$ cat src/rtl/uart_rx_fifo.sv
// 8N1 UART receiver: synchronises the serial line, samples mid-bit, and hands good bytes to an RX FIFO.
// Result pulses appear 3+HALF+9*CLKS_PER_BIT cycles after the start edge; a full FIFO drops the byte and pulses o_Overrun.
module uart_rx_fifo #(
  parameter int CLKS_PER_BIT = 104
) (
  input  logic       i_Clock,
  input  logic       i_Rst_n,
  input  logic       i_Rx_Serial,
  input  logic       i_fifo_full,
  output logic [7:0] o_Rx_Byte,
  output logic       o_Rx_DV,
  output logic       o_fifo_wr,
  output logic       o_Rx_Active,
  output logic       o_Frame_Err,
  output logic       o_Overrun
);

  localparam logic [10:0] HALF = 11'((CLKS_PER_BIT - 1) / 2);
  localparam logic [10:0] LAST = 11'(CLKS_PER_BIT - 1);

  typedef enum logic [2:0] {
    S_IDLE,
    S_START,
    S_DATA,
    S_STOP,
    S_CLEANUP
  } state_e;

  logic        rx_meta_q;
  logic        rx_q;
  state_e      state_q, state_d;
  logic [10:0] cnt_q, cnt_d;
  logic [2:0]  idx_q, idx_d;
  logic [7:0]  shift_q, shift_d;
  logic [7:0]  byte_q, byte_d;
  logic        dv_q, dv_d;
  logic        wr_q, wr_d;
  logic        fe_q, fe_d;
  logic        ov_q, ov_d;

  // Two-flop synchroniser; resets to the idle (high) line level.
  always_ff @(posedge i_Clock or negedge i_Rst_n) begin
    if (!i_Rst_n) begin
      rx_meta_q <= 1'b1;
      rx_q      <= 1'b1;
    end else begin
      rx_meta_q <= i_Rx_Serial;
      rx_q      <= rx_meta_q;
    end
  end

  always_ff @(posedge i_Clock or negedge i_Rst_n) begin
    if (!i_Rst_n) begin
      state_q <= S_IDLE;
      cnt_q   <= '0;
      idx_q   <= '0;
      shift_q <= '0;
      byte_q  <= '0;
      dv_q    <= 1'b0;
      wr_q    <= 1'b0;
      fe_q    <= 1'b0;
      ov_q    <= 1'b0;
    end else begin
      state_q <= state_d;
      cnt_q   <= cnt_d;
      idx_q   <= idx_d;
      shift_q <= shift_d;
      byte_q  <= byte_d;
      dv_q    <= dv_d;
      wr_q    <= wr_d;
      fe_q    <= fe_d;
      ov_q    <= ov_d;
    end
  end

  always_comb begin
    state_d = state_q;
    cnt_d   = cnt_q;
    idx_d   = idx_q;
    shift_d = shift_q;
    byte_d  = byte_q;
    dv_d    = 1'b0;
    wr_d    = 1'b0;
    fe_d    = 1'b0;
    ov_d    = 1'b0;

    case (state_q)
      S_IDLE: begin
        cnt_d = '0;
        idx_d = '0;
        if (!rx_q) state_d = S_START;
      end

      S_START: begin
        if (cnt_q == HALF) begin
          cnt_d   = '0;
          // Line back high at mid-start means a glitch, not a frame.
          state_d = rx_q ? S_IDLE : S_DATA;
        end else begin
          cnt_d = cnt_q + 11'd1;
        end
      end

      S_DATA: begin
        if (cnt_q == LAST) begin
          cnt_d          = '0;
          shift_d[idx_q] = rx_q;
          if (idx_q == 3'd7) begin
            idx_d   = '0;
            state_d = S_STOP;
          end else begin
            idx_d = idx_q + 3'd1;
          end
        end else begin
          cnt_d = cnt_q + 11'd1;
        end
      end

      S_STOP: begin
        if (cnt_q == LAST) begin
          cnt_d   = '0;
          state_d = S_CLEANUP;
          if (rx_q) begin
            byte_d = shift_q;
            dv_d   = 1'b1;
            if (!i_fifo_full) wr_d = 1'b1;
            else              ov_d = 1'b1;
          end else begin
            fe_d = 1'b1;
          end
        end else begin
          cnt_d = cnt_q + 11'd1;
        end
      end

      S_CLEANUP: begin
        cnt_d = '0;
        // Wait for an idle line so a break cannot start a new frame.
        if (rx_q) state_d = S_IDLE;
      end

      default: begin
        state_d = S_IDLE;
        cnt_d   = '0;
        idx_d   = '0;
      end
    endcase
  end

  assign o_Rx_Byte   = byte_q;
  assign o_Rx_DV     = dv_q;
  assign o_fifo_wr   = wr_q;
  assign o_Frame_Err = fe_q;
  assign o_Overrun   = ov_q;
  assign o_Rx_Active = (state_q == S_START) || (state_q == S_DATA) || (state_q == S_STOP);

endmodule
$ cat config.mk
export PLATFORM = sky130hd
export DESIGN_NAME = uart_rx_fifo
export DESIGN_NICKNAME = d
export VERILOG_FILES = /design/src/rtl/uart_rx_fifo.sv
export SDC_FILE = /design/constraint.sdc
export NUM_CORES = 1
export LEC_CHECK = 0
export BUFFER_PORTS_ARGS = -buffer_cell sky130_fd_sc_hd__clkbuf_2
export CORE_MARGIN = 2
export CORE_UTILIZATION = 52
export DETAILED_ROUTE_END_ITERATION = 16
export PLACE_DENSITY = 0.74
export SYNTH_ARGS = -nofsm -noshare
export SYNTH_HDL_FRONTEND = slang
export SYNTH_SLANG_ARGS = --single-unit
$ cat constraint.sdc
create_clock -name i_Clock -period 2.25 [get_ports i_Clock]
set_input_delay 0.3375 -clock i_Clock [delete_from_list [all_inputs] [get_ports i_Clock]]
set_output_delay 0.3375 -clock i_Clock [all_outputs]
set_load 0.03 [all_outputs]
==> results of run 1 <==
==> power breakdown <==
part	leakage, nW	total, W	internal (W)	switching [W]
combinational	0.414	0.0000160	0.00000231	0.0000137
clock	0.0345	0.000402	0.000154	0.000248
sequential	0.523	0.000708	0.000704	0.00000367
==> critical path, cell delays in order (launching register included) <==
cell	delay, ns
dfrtp_1	0.41
or4_4	0.56
nor4_2	0.30
and4_1	0.28
buf_12	0.15
mux2_1	0.33
==> per-layer routing <==
metal | track usage | share of wire | up-vias
met5 | 0 | 0 | -
met4 | 0.101 | 0.020 | 0
met3 | 0.0393 | 0.039 | 9
met2 | 0.307 | 0.48 | 35
met1 | 0.294 | 0.46 | 674
li1 | - | - | 653
==> registers in the layout, indices dropped and copies added, names as in the netlist <==
signal / flops
o_fifo_wr: 1
cnt_q: 11
rx_meta_q: 1
o_Frame_Err: 1
idx_q: 3
o_Rx_DV: 1
o_Overrun: 1
rx_q: 1
o_Rx_Byte: 8
shift_q: 8
state_q: 3
==> path summary, 6_finish.rpt <==
kind / from / endpoint / slack, ns / cells after the start
max: cnt_q[8]$_DFF_PN0_ / o_Rx_Byte[7]$_DFFE_PN0P_ / 0.12 / 5
min: i_Rx_Serial / rx_meta_q$_DFF_PN1_ / 0.04 / 1
max reg2reg: cnt_q[8]$_DFF_PN0_ / o_Rx_Byte[7]$_DFFE_PN0P_ / 0.12 / 5
min reg2reg: rx_meta_q$_DFF_PN1_ / rx_q$_DFF_PN1_ / 0.37 / 0
max in group asynchronous: i_Rst_n / cnt_q[10]$_DFF_PN0_ / 1.58 / 1
min in group asynchronous: i_Rst_n / o_Rx_Byte[5]$_DFFE_PN0P_ / 0.09 / 1
==> repair_timing <==
action                     in CTS  in global routing
gates resized for setup         0                  3
setup endpoints to repair       0                  2
buffers inserted                0                  0
==> cell usage after synthesis, drive strengths merged (3+ instances only) <==
library cell and instances:
nor2 16, nand4 9, nand3 11, nor2b 3, mux2 16, a21oi 4
clkbuf 5, dfrtp 37, and2 3, o21ai 4, nor3 6, xnor2 7
ha 3, nor4 7, buf 3, or4 3, nand2 8
==> area by class of cell <==
cell class              instances  area [µm²]
well taps                      46        57.6
fillers                       287        1290
clock buffers                   6        51.3
inverters                       3        11.3
repair buffers                 20         123
multi-input cells             119         838
clock inverters                 2        16.3
flip-flops and latches         39         978
==> cell families after synthesis <==
kind of cell | Yosys count | share of synthesized area
AOI/OAI and AO/OA | 15 | 0.0522
xor gates and xnor gates | 9 | 0.0427
adders and majority gates | 3 | 0.0203
buffers and inverters | 11 | 0.0271
DFF | 39 | 0.530
muxes | 16 | 0.0976
and+or+nand+nor | 76 | 0.230
==> metrics by stage <==
step	power, W	hold WS (ns)	instance area [µm²]
6_report	0.00113	0.0435	2080
4_1_cts	0.00113	0.0385	2050
3_5_place_dp	0.000739	0.349	1990
3_3_place_gp	0.000737	0.347	1990
2_1_floorplan	0.000721	0.0419	1850
5_1_grt	0.00117	0.0313	2080
==> metrics.md, run 1 <==
| Metric | Value |
|---|---|
| Most common cell after layout, fill and taps aside | `dfrtp_1` |
| Instance count of the mapped netlist | `169` |
| Routed via count | `1,371` |
| Starting Density | `0.549` |
| Synth Area per Inst | `10.9 µm²` |
| WP data arrival | `2.38 ns` |
| Synth top area cells | `dfrtp_1 (50%), mux2_1 (7.3%), xnor2_1 (3.3%)` |
| Crit Path Max Fanout | `11` |
| Status | `completed` |
| Grt ovf | `0` |
| Clock Pin Slew Worst Setup and Hold Paths | `0.12 ns` |
| Actual slew at the worst max-slew pin | `0.930 ns` |
| Inst Count DP | `227` |
| Synth-to-Final Area Change | `12.5%` |
| Die Ht | `63.6 µm` |
| Max clock buf depth | `2` |
| Final Slew Violations | `0` |
| Seq/Total Area, Yosys | `0.530` |
| Yosys warns | `0` |
| Nets | `195` |
| Vias in the first global route | `1,372` |
| CP Capture Type | `flip-flop` |
| Final hold vios | `0` |
| Post-route ant nets | `0` |
| # diodes | `0` |
| Headroom to the max-slew limit | `0.380` |
| Core Area | `3360 µm²` |
| # setup viols final | `0` |
| #FFs+latches synth | `39` |
| Crit path launch type | `flip-flop` |
| Vias per Instance | `5.83` |
| Minimum clock period | `2.13 ns` |
| Hold buffers post-CTS | `0` |
| DR WL/cell | `15.8 µm` |
| DP Worst Slack | `0.0171 ns` |
| Period utilization | `0.945` |
| Final Util | `0.617` |
| Layout cells sized above 1 | `0.217` |
| Global-route wire length before repair | `6.55 mm` |
| Most frequent cells in the layout | `dfrtp_1 (37), nor2_1 (16), clkbuf_2 (16)` |
| Maximum VDD drop | `0.000503 V` |
| Post-synthesis async set-or-reset flop share | `1.00` |
| Synth top area share | `0.502` |
| # DRC | `0` |
| I/O Pins | `17` |
| TritonRoute pass-1 iters | `4` |
| GP Congestion | `0.844` |
| CTS Buf Count | `5` |
| Power Density | `542 nW/µm²` |
| Yosys cell types | `40` |
| Final WS setup | `0.123 ns` |
| EDFF count, synth | `0` |
| Total track usage | `0.208` |
| Clk sinks | `39` |
| Setup TNS | `0 ns` |
| Row cnt | `21` |
| Largest area contributor in the netlist | `dfrtp_1` |
| IO Port Bufs | `16` |
| Root buffer cell | `clkbuf_4` |
| DP HPWL | `2.58 mm` |
| Main synth FF type | `dfrtp_1` |
| Die width | `63.6 µm` |
| LEAKAGE | `0.972 nW` |
| Max Clock Freq | `470 MHz` |
| Synthesized net count | `176` |
| Hold WC Path Type | `primary input to flip-flop` |
| Post-route insts no fill | `235` |
| RSZ-0062 raised after global routing | `no` |
| WL final | `3.71 mm` |
| Initial drt markers | `137` |
| Worst setup path class | `flip-flop to flip-flop` |
| Worst-skew pair later-pin latency | `0.36 ns` |
| Syn Std Cell Area | `1850 µm²` |
| CTS tree | `done` |
| Die ar. | `4040 µm²` |
| Max-cap violation count | `0` |
| Initial antenna violation count | `0` |
| Worst Path Required | `2.50 ns` |
| Htree depth | `2` |
| Clock Skew | `0.0110 ns` |
| Largest net degree at the start of global routing | `40` |
(Power assumes the default switching activity.)
==> inputs of run 2 (changes only) <==
--- a/config.mk
+++ b/config.mk
@@ -6,10 +6,12 @@
 export NUM_CORES = 1
 export LEC_CHECK = 0
 export BUFFER_PORTS_ARGS = -buffer_cell sky130_fd_sc_hd__clkbuf_2
+export CELL_PAD_IN_SITES_DETAIL_PLACEMENT = 1
+export CELL_PAD_IN_SITES_GLOBAL_PLACEMENT = 1
 export CORE_MARGIN = 2
-export CORE_UTILIZATION = 52
+export CORE_UTILIZATION = 42
 export DETAILED_ROUTE_END_ITERATION = 16
-export PLACE_DENSITY = 0.74
+export PLACE_DENSITY = 0.75
 export SYNTH_ARGS = -nofsm -noshare
 export SYNTH_HDL_FRONTEND = slang
 export SYNTH_SLANG_ARGS = --single-unit
==> run 2 against run 1 <==
Compared with the run above:
- utilization is 11 points lower
- critical path depth is 1 lower
- combinational power is 30% higher
- wire length is 9.8% higher
- largest cell class unchanged
==> metrics.md, run 2 (synthesized netlist as in run 1, its figures left out) <==
| Metric | Value |
|---|---|
| Worst-skew pair later-pin latency | `0.30 ns (-0.06 ns)` |
| WP data arrival | `2.34 ns (-0.04 ns)` |
| I/O Pins | `17 (unchanged)` |
| DP HPWL | `2.96 mm (+14%)` |
| Design Area, Final | `2180 µm² (+5.1%)` |
| Hold WC Path Type | `primary input to flip-flop` |
| Actual slew at the worst max-slew pin | `0.518 ns (-0.412 ns)` |
| Worst Path Required | `2.43 ns (-0.07 ns)` |
| Nets | `198 (+1.5%)` |
| Clock Pin Slew Worst Setup and Hold Paths | `0.08 ns (-0.04 ns)` |
| GP Congestion | `0.796 (-5.6%)` |
| Maximum VDD drop | `0.000241 V (-52%)` |
| Delay-heaviest family, CP | `simple AND/OR/NAND/NOR gates` |
| # DRC | `0 (unchanged)` |
| Post-route ant nets | `0 (unchanged)` |
| Period utilization | `0.957 (+0.0114)` |
| Die Ht | `70.3 µm (+11%)` |
| Row cnt | `24 (+14%)` |
| LEAKAGE | `1.02 nW (+4.6%)` |
| Max reg flops | `11 (unchanged)` |
| Max clock buf depth | `2 (unchanged)` |
| CP Buf/Inv Count | `0 (-1)` |
| Max Clock Freq | `464 MHz (-1.2%)` |
| Root buffer cell | `clkbuf_8` |
| Reg with most FFs | `cnt_q` |
| DP Area | `2010 µm² (+1.1%)` |
| # setup viols final | `0 (unchanged)` |
| DR WL/cell | `16.7 µm (+5.8%)` |
| CP max-delay cell | `or4_4` |
| Most frequent cells in the layout | `dfrtp_1 (37), nor2_1 (16), clkbuf_2 (16)` |
| Htree depth | `2 (unchanged)` |
| Hold_ws | `0.116 ns (+0.0724 ns)` |
| Grt ovf | `0 (unchanged)` |
| Core Area | `4290 µm² (+28%)` |
| Synth-to-Final Area Change | `18.2%` |
| Power Density | `649 nW/µm² (+20%)` |
| Die width | `70.3 µm (+11%)` |
| Inst Count DP | `235 (+3.5%)` |
| Status | `completed` |
| Crit Path Max Fanout | `4 (-7)` |
| Layout cells sized above 1 | `0.219 (+0.00182)` |
| TritonRoute pass-1 iters | `4 (unchanged)` |
| CTS Buf Count | `5 (unchanged)` |
| Max-cap violation count | `0 (unchanged)` |
| Die ar. | `4940 µm² (+22%)` |
| Setup TNS | `0 ns (unchanged)` |
| Crit path from | `cnt_q[8]$_DFF_PN0_` |
| Vias per Instance | `5.68 (-2.7%)` |
| CTS tree | `done` |
| Initial drt markers | `64 (-53%)` |
| IO Port Bufs | `16 (unchanged)` |
| Starting Density | `0.430 (-0.119)` |
| # Post-CTS Setup Buffers | `0 (unchanged)` |
| Headroom to the max-slew limit | `0.654 (+0.274)` |
| Vias in the first global route | `1,515 (+10%)` |
| Minimum clock period | `2.15 ns (+0.0257 ns)` |
| Critical hold path startpoint | `i_Rx_Serial` |
| WL final | `4.07 mm (+9.8%)` |
| Top cell by count, worst path | `or4_4` |
| Clock Skew | `0.00894 ns (-0.00207 ns)` |
| Crit path launch type | `flip-flop` |
| Final Slew Violations | `0 (unchanged)` |
| Critical path's largest stage delay | `0.55 ns (about the same)` |
| # diodes | `0 (unchanged)` |
| Largest net degree at the start of global routing | `17 (-57%)` |
| Final hold vios | `0 (unchanged)` |
| Clk sinks | `39 (unchanged)` |
| Reg-to-reg critical path startpoint | `cnt_q[8]$_DFF_PN0_` |
| Most common cell after layout, fill and taps aside | `dfrtp_1` |
| Worst setup path class | `flip-flop to flip-flop` |
| Global-route wire length before repair | `7.13 mm (+8.9%)` |
| Total track usage | `0.183 (-0.0249)` |
| Initial antenna violation count | `0 (unchanged)` |
| Routed via count | `1,385 (+1.0%)` |
| Post-route insts no fill | `244 (+3.8%)` |
| Cell Chain, Critical Path | `or4_4, or4_4, nor4_4, mux2_1` |
| CP Capture Type | `flip-flop` |
-- run 2: cell types whose count changed in the layout (fill, tap and decap cells not counted) --
cell | previous run | this run
clkbuf_8 | 1 | 5
dlygate4sd3_1 | 0 | 1
nor4_4 | 1 | 2
clkinvlp_4 | 1 | 0
nor4_2 | 2 | 1
clkbuf_4 | 5 | 0
bufinv_16 | 0 | 2
clkinv_4 | 1 | 0
clkbuf_1 | 0 | 1
buf_4 | 3 | 5
-- run 2: stage by stage --
step | power (W) | setup slack [ns] | utilization
3_5_place_dp | 0.000742 | -0.0531 | 0.468
6_report | 0.00142 | 0.0971 | 0.508
2_1_floorplan | 0.000721 | 0.0667 | -
4_1_cts | 0.00144 | -0.0503 | 0.503
5_1_grt | 0.00147 | -0.00209 | 0.508
3_3_place_gp | 0.000741 | 0.0743 | 0.468
-- run 2: layout make-up --
cell class              count  area [µm²]
fillers                   471        2110
flip-flops and latches     39         978
multi-input cells         119         847
repair buffers             23         148
clock buffers               6        72.6
well taps                  52        65.1
clock inverters             2        60.1
inverters                   3        11.3
-- run 2: what timing repair did --
| item | in CTS | in global routing |
|---|---|---|
| hold buffers | 1 | 0 |
| endpoints found under the setup margin | 2 | 2 |
| endpoints found under the hold margin | 11 | 0 |
| gates resized for setup | 1 | 3 |
| pin swaps | 0 | 1 |
-- run 2: metal layers --
layer / vias up / global-route usage / wire length (µm) / share of wire
met5: - / 0 / 0 / 0
met1: 694 / 0.213 / 1710 / 0.42
met3: 9 / 0.0447 / 131 / 0.032
li1: 659 / - / - / -
met2: 23 / 0.331 / 2150 / 0.53
met4: 0 / 0.0513 / 76 / 0.019
-- run 2: power breakdown --
part	switching, W	internal, W	total, W	leakage [nW]
Clock	0.000244	0.000443	0.000688	0.0654
Combinational	0.0000151	0.00000574	0.0000208	0.428
Sequential	0.00000400	0.000704	0.000708	0.523
-- run 2: worst paths after layout --
path,end,slack [ns],depth (start not counted)
worst max-delay path,shift_q[3]$_DFFE_PN0P_,0.1,4
worst min-delay path,rx_meta_q$_DFF_PN1_,0.12,1
worst max register to register,shift_q[3]$_DFFE_PN0P_,0.1,4
worst min register to register,rx_q$_DFF_PN1_,0.37,0
max in group asynchronous,rx_q$_DFF_PN1_,1.20,3
min in group asynchronous,o_Rx_Byte[6]$_DFFE_PN0P_,0.47,2
-- run 2: worst reg2reg max path, cell delays in order, from the launching register on --
cell and delay, ns:
dfrtp_1 0.39, or4_4 0.55, or4_4 0.49, nor4_4 0.27, mux2_1 0.35
==> inputs of run 3 (changes only) <==
--- a/config.mk
+++ b/config.mk
@@ -12,6 +12,7 @@
 export CORE_UTILIZATION = 42
 export DETAILED_ROUTE_END_ITERATION = 16
 export PLACE_DENSITY = 0.75
+export SETUP_SLACK_MARGIN = 0.2
 export SYNTH_ARGS = -nofsm -noshare
 export SYNTH_HDL_FRONTEND = slang
 export SYNTH_SLANG_ARGS = --single-unit
==> run 3 against run 2 <==
Compared with the run above:
- non-clock buffer count decreased by 2
- sequential share of layout area increased by 0.92 points
- sequential power about the same
- critical endpoint is now state_q[0]$_DFFE_PN0P_
- hold slack got worse by 0.031 ns
- critical path depth unchanged
- clock-buffer cell count unchanged
- utilization decreased by 0.96 points
- die area unchanged
- flip-flop and latch count unchanged
==> metrics.md, run 3 (synthesized netlist as in run 1, its figures left out) <==
| Metric | Value |
|---|---|
| Status | `completed` |
| Worst Path Required | `2.47 ns (+0.04 ns)` |
| Clk sinks | `39 (unchanged)` |
| TritonRoute pass-1 iters | `4 (unchanged)` |
| Period utilization | `0.924 (-0.0331)` |
| Reg-to-reg critical path startpoint | `cnt_q[8]$_DFF_PN0_` |
| # DRC | `0 (unchanged)` |
| Layout cells sized above 1 | `0.232 (+0.0128)` |
| Synth-to-Final Area Change | `16.0%` |
| Routed via count | `1,369 (-1.2%)` |
| Total track usage | `0.188 (+0.00551)` |
| Final Slew Violations | `0 (unchanged)` |
| Row cnt | `24 (unchanged)` |
| Max-cap violation count | `0 (unchanged)` |
| DP HPWL | `2.84 mm (-3.8%)` |
| Max Clock Freq | `481 MHz (+3.6%)` |
| Post-route ant nets | `0 (unchanged)` |
| Clock Skew | `0.00811 ns (-0.000834 ns)` |
| Vias in the first global route | `1,450 (-4.3%)` |
| Fillers | `476 (+1.1%)` |
| Nets | `196 (-1.0%)` |
| Minimum clock period | `2.08 ns (-0.0744 ns)` |
| Crit path from | `cnt_q[8]$_DFF_PN0_` |
| DR WL/cell | `17.0 µm (+2.1%)` |
| Reg with most FFs | `cnt_q` |
| Vias per Instance | `5.66 (-0.34%)` |
| IO Port Bufs | `16 (unchanged)` |
| CP Capture Type | `flip-flop` |
| Die ar. | `4940 µm² (unchanged)` |
| Htree depth | `2 (unchanged)` |
| Maximum VDD drop | `0.000269 V (+11%)` |
| WP data arrival | `2.30 ns (-0.04 ns)` |
| Worst setup path end | `state_q[0]$_DFFE_PN0P_` |
| Final WS setup | `0.171 ns (+0.0744 ns)` |
| Grt ovf | `0 (unchanged)` |
| Initial antenna violation count | `0 (unchanged)` |
| RSZ-0062 raised after global routing | `yes` |
| Most common cell after layout, fill and taps aside | `dfrtp_1` |
| Die width | `70.3 µm (unchanged)` |
| DP Worst Slack | `0.121 ns (+0.174 ns)` |
| R2r endpoint | `state_q[0]$_DFFE_PN0P_` |
| WL final | `4.12 mm (+1.3%)` |
| Final hold vios | `0 (unchanged)` |
| Max reg flops | `11 (unchanged)` |
| Worst setup path class | `flip-flop to flip-flop` |
| GP Congestion | `0.808 (+1.5%)` |
| Actual slew at the worst max-slew pin | `0.487 ns (-0.0314 ns)` |
| LEAKAGE | `0.981 nW (-3.6%)` |
| Root buffer cell | `clkbuf_8` |
| # diodes | `0 (unchanged)` |
| Setup TNS | `0 ns (unchanged)` |
| Max clock buf depth | `2 (unchanged)` |
| # setup viols final | `0 (unchanged)` |
| Crit Path Max Fanout | `4 (unchanged)` |
| Clock Pin Slew Worst Setup and Hold Paths | `0.08 ns (about the same)` |
| Power Density | `618 nW/µm² (-4.7%)` |
| Hold WC Path Type | `primary input to async pin` |
| Die Ht | `70.3 µm (unchanged)` |
| Final Power | `0.00132 W (-6.5%)` |
| R2r worst-path depth | `4 (unchanged)` |
| Crit path launch type | `flip-flop` |
| Initial drt markers | `57 (-11%)` |
| CTS Buf Count | `5 (unchanged)` |
| Headroom to the max-slew limit | `0.675 (+0.0209)` |
| Largest net degree at the start of global routing | `40 (+23)` |
| Starting Density | `0.430 (unchanged)` |
| Worst-skew pair later-pin latency | `0.29 ns (about the same)` |
| Core Area | `4290 µm² (unchanged)` |
| R2R Setup Slk | `0.17 ns (+0.07 ns)` |
| Global-route wire length before repair | `7.13 mm (unchanged)` |
| CTS tree | `done` |
| I/O Pins | `17 (unchanged)` |
| Most frequent cells in the layout | `dfrtp_1 (36), nor2_1 (16), clkbuf_2 (16)` |
## run 3: worst max-delay path, stage by stage, from the launching register on
cell     delay, ns
dfrtp_1       0.39
or4_4         0.56
or4_4         0.48
or4_1         0.48
nand3_1       0.10
## run 3: what timing repair did
item	CTS	global route
endpoints found under the setup margin	3	14
resized for setup	1	2
setup buffers	2	0
pin swaps	1	0
hold buffers	0	0
## run 3: worst min path at each step
stage	slack, ns	cells after the start	startpoint	endpoint
after floorplan	0.04	0	i_Rst_n	cnt_q[0]$_DFF_PN0_
after global placement	0.35	0	rx_meta_q$_DFF_PN1_	rx_q$_DFF_PN1_
after detailed placement	0.35	0	rx_meta_q$_DFF_PN1_	rx_q$_DFF_PN1_
after CTS	0.11	2	i_Rst_n	shift_q[5]$_DFFE_PN0P_
after global routing	0.11	1	i_Rx_Serial	rx_meta_q$_DFF_PN1_
final	0.08	2	i_Rst_n	o_Rx_Byte[4]$_DFFE_PN0P_
## run 3: routing by layer
metal / vias to the layer above / part of all wire / GRT usage
met1: 675 / 0.42 / 0.217
met3: 11 / 0.043 / 0.0491
met4: 0 / 0.025 / 0.0940
met2: 36 / 0.51 / 0.321
li1: 647 / - / -
met5: - / 0 / 0
## run 3: cell type report
type	instances	area [µm²]	area share
inverters	3	11.3	0.00526
well taps	52	65.1	0.0304
repair buffers	21	118	0.0549
multi-input cells	119	850	0.397
flip-flops and latches	39	980	0.458
clock inverters	2	35.0	0.0164
clock buffers	6	82.6	0.0386
## run 3: per-stage QoR
step | area [µm²] | cells | utilization | hold slack [ns]
after floorplan | 1870 | 169 | - | 0.0419
after global placement | 2000 | 232 | 0.465 | 0.346
after detailed placement | 2000 | 232 | 0.465 | 0.347
after CTS | 2140 | 242 | 0.498 | 0.109
after global routing | 2140 | 242 | 0.499 | 0.111
final | 2140 | 242 | 0.499 | 0.0850
## run 3: where the power goes
part,switching (W),internal [W],leakage [nW]
clock,0.000240,0.000359,0.0612
sequential,0.00000386,0.000704,0.523
combinational,0.0000142,0.00000349,0.397
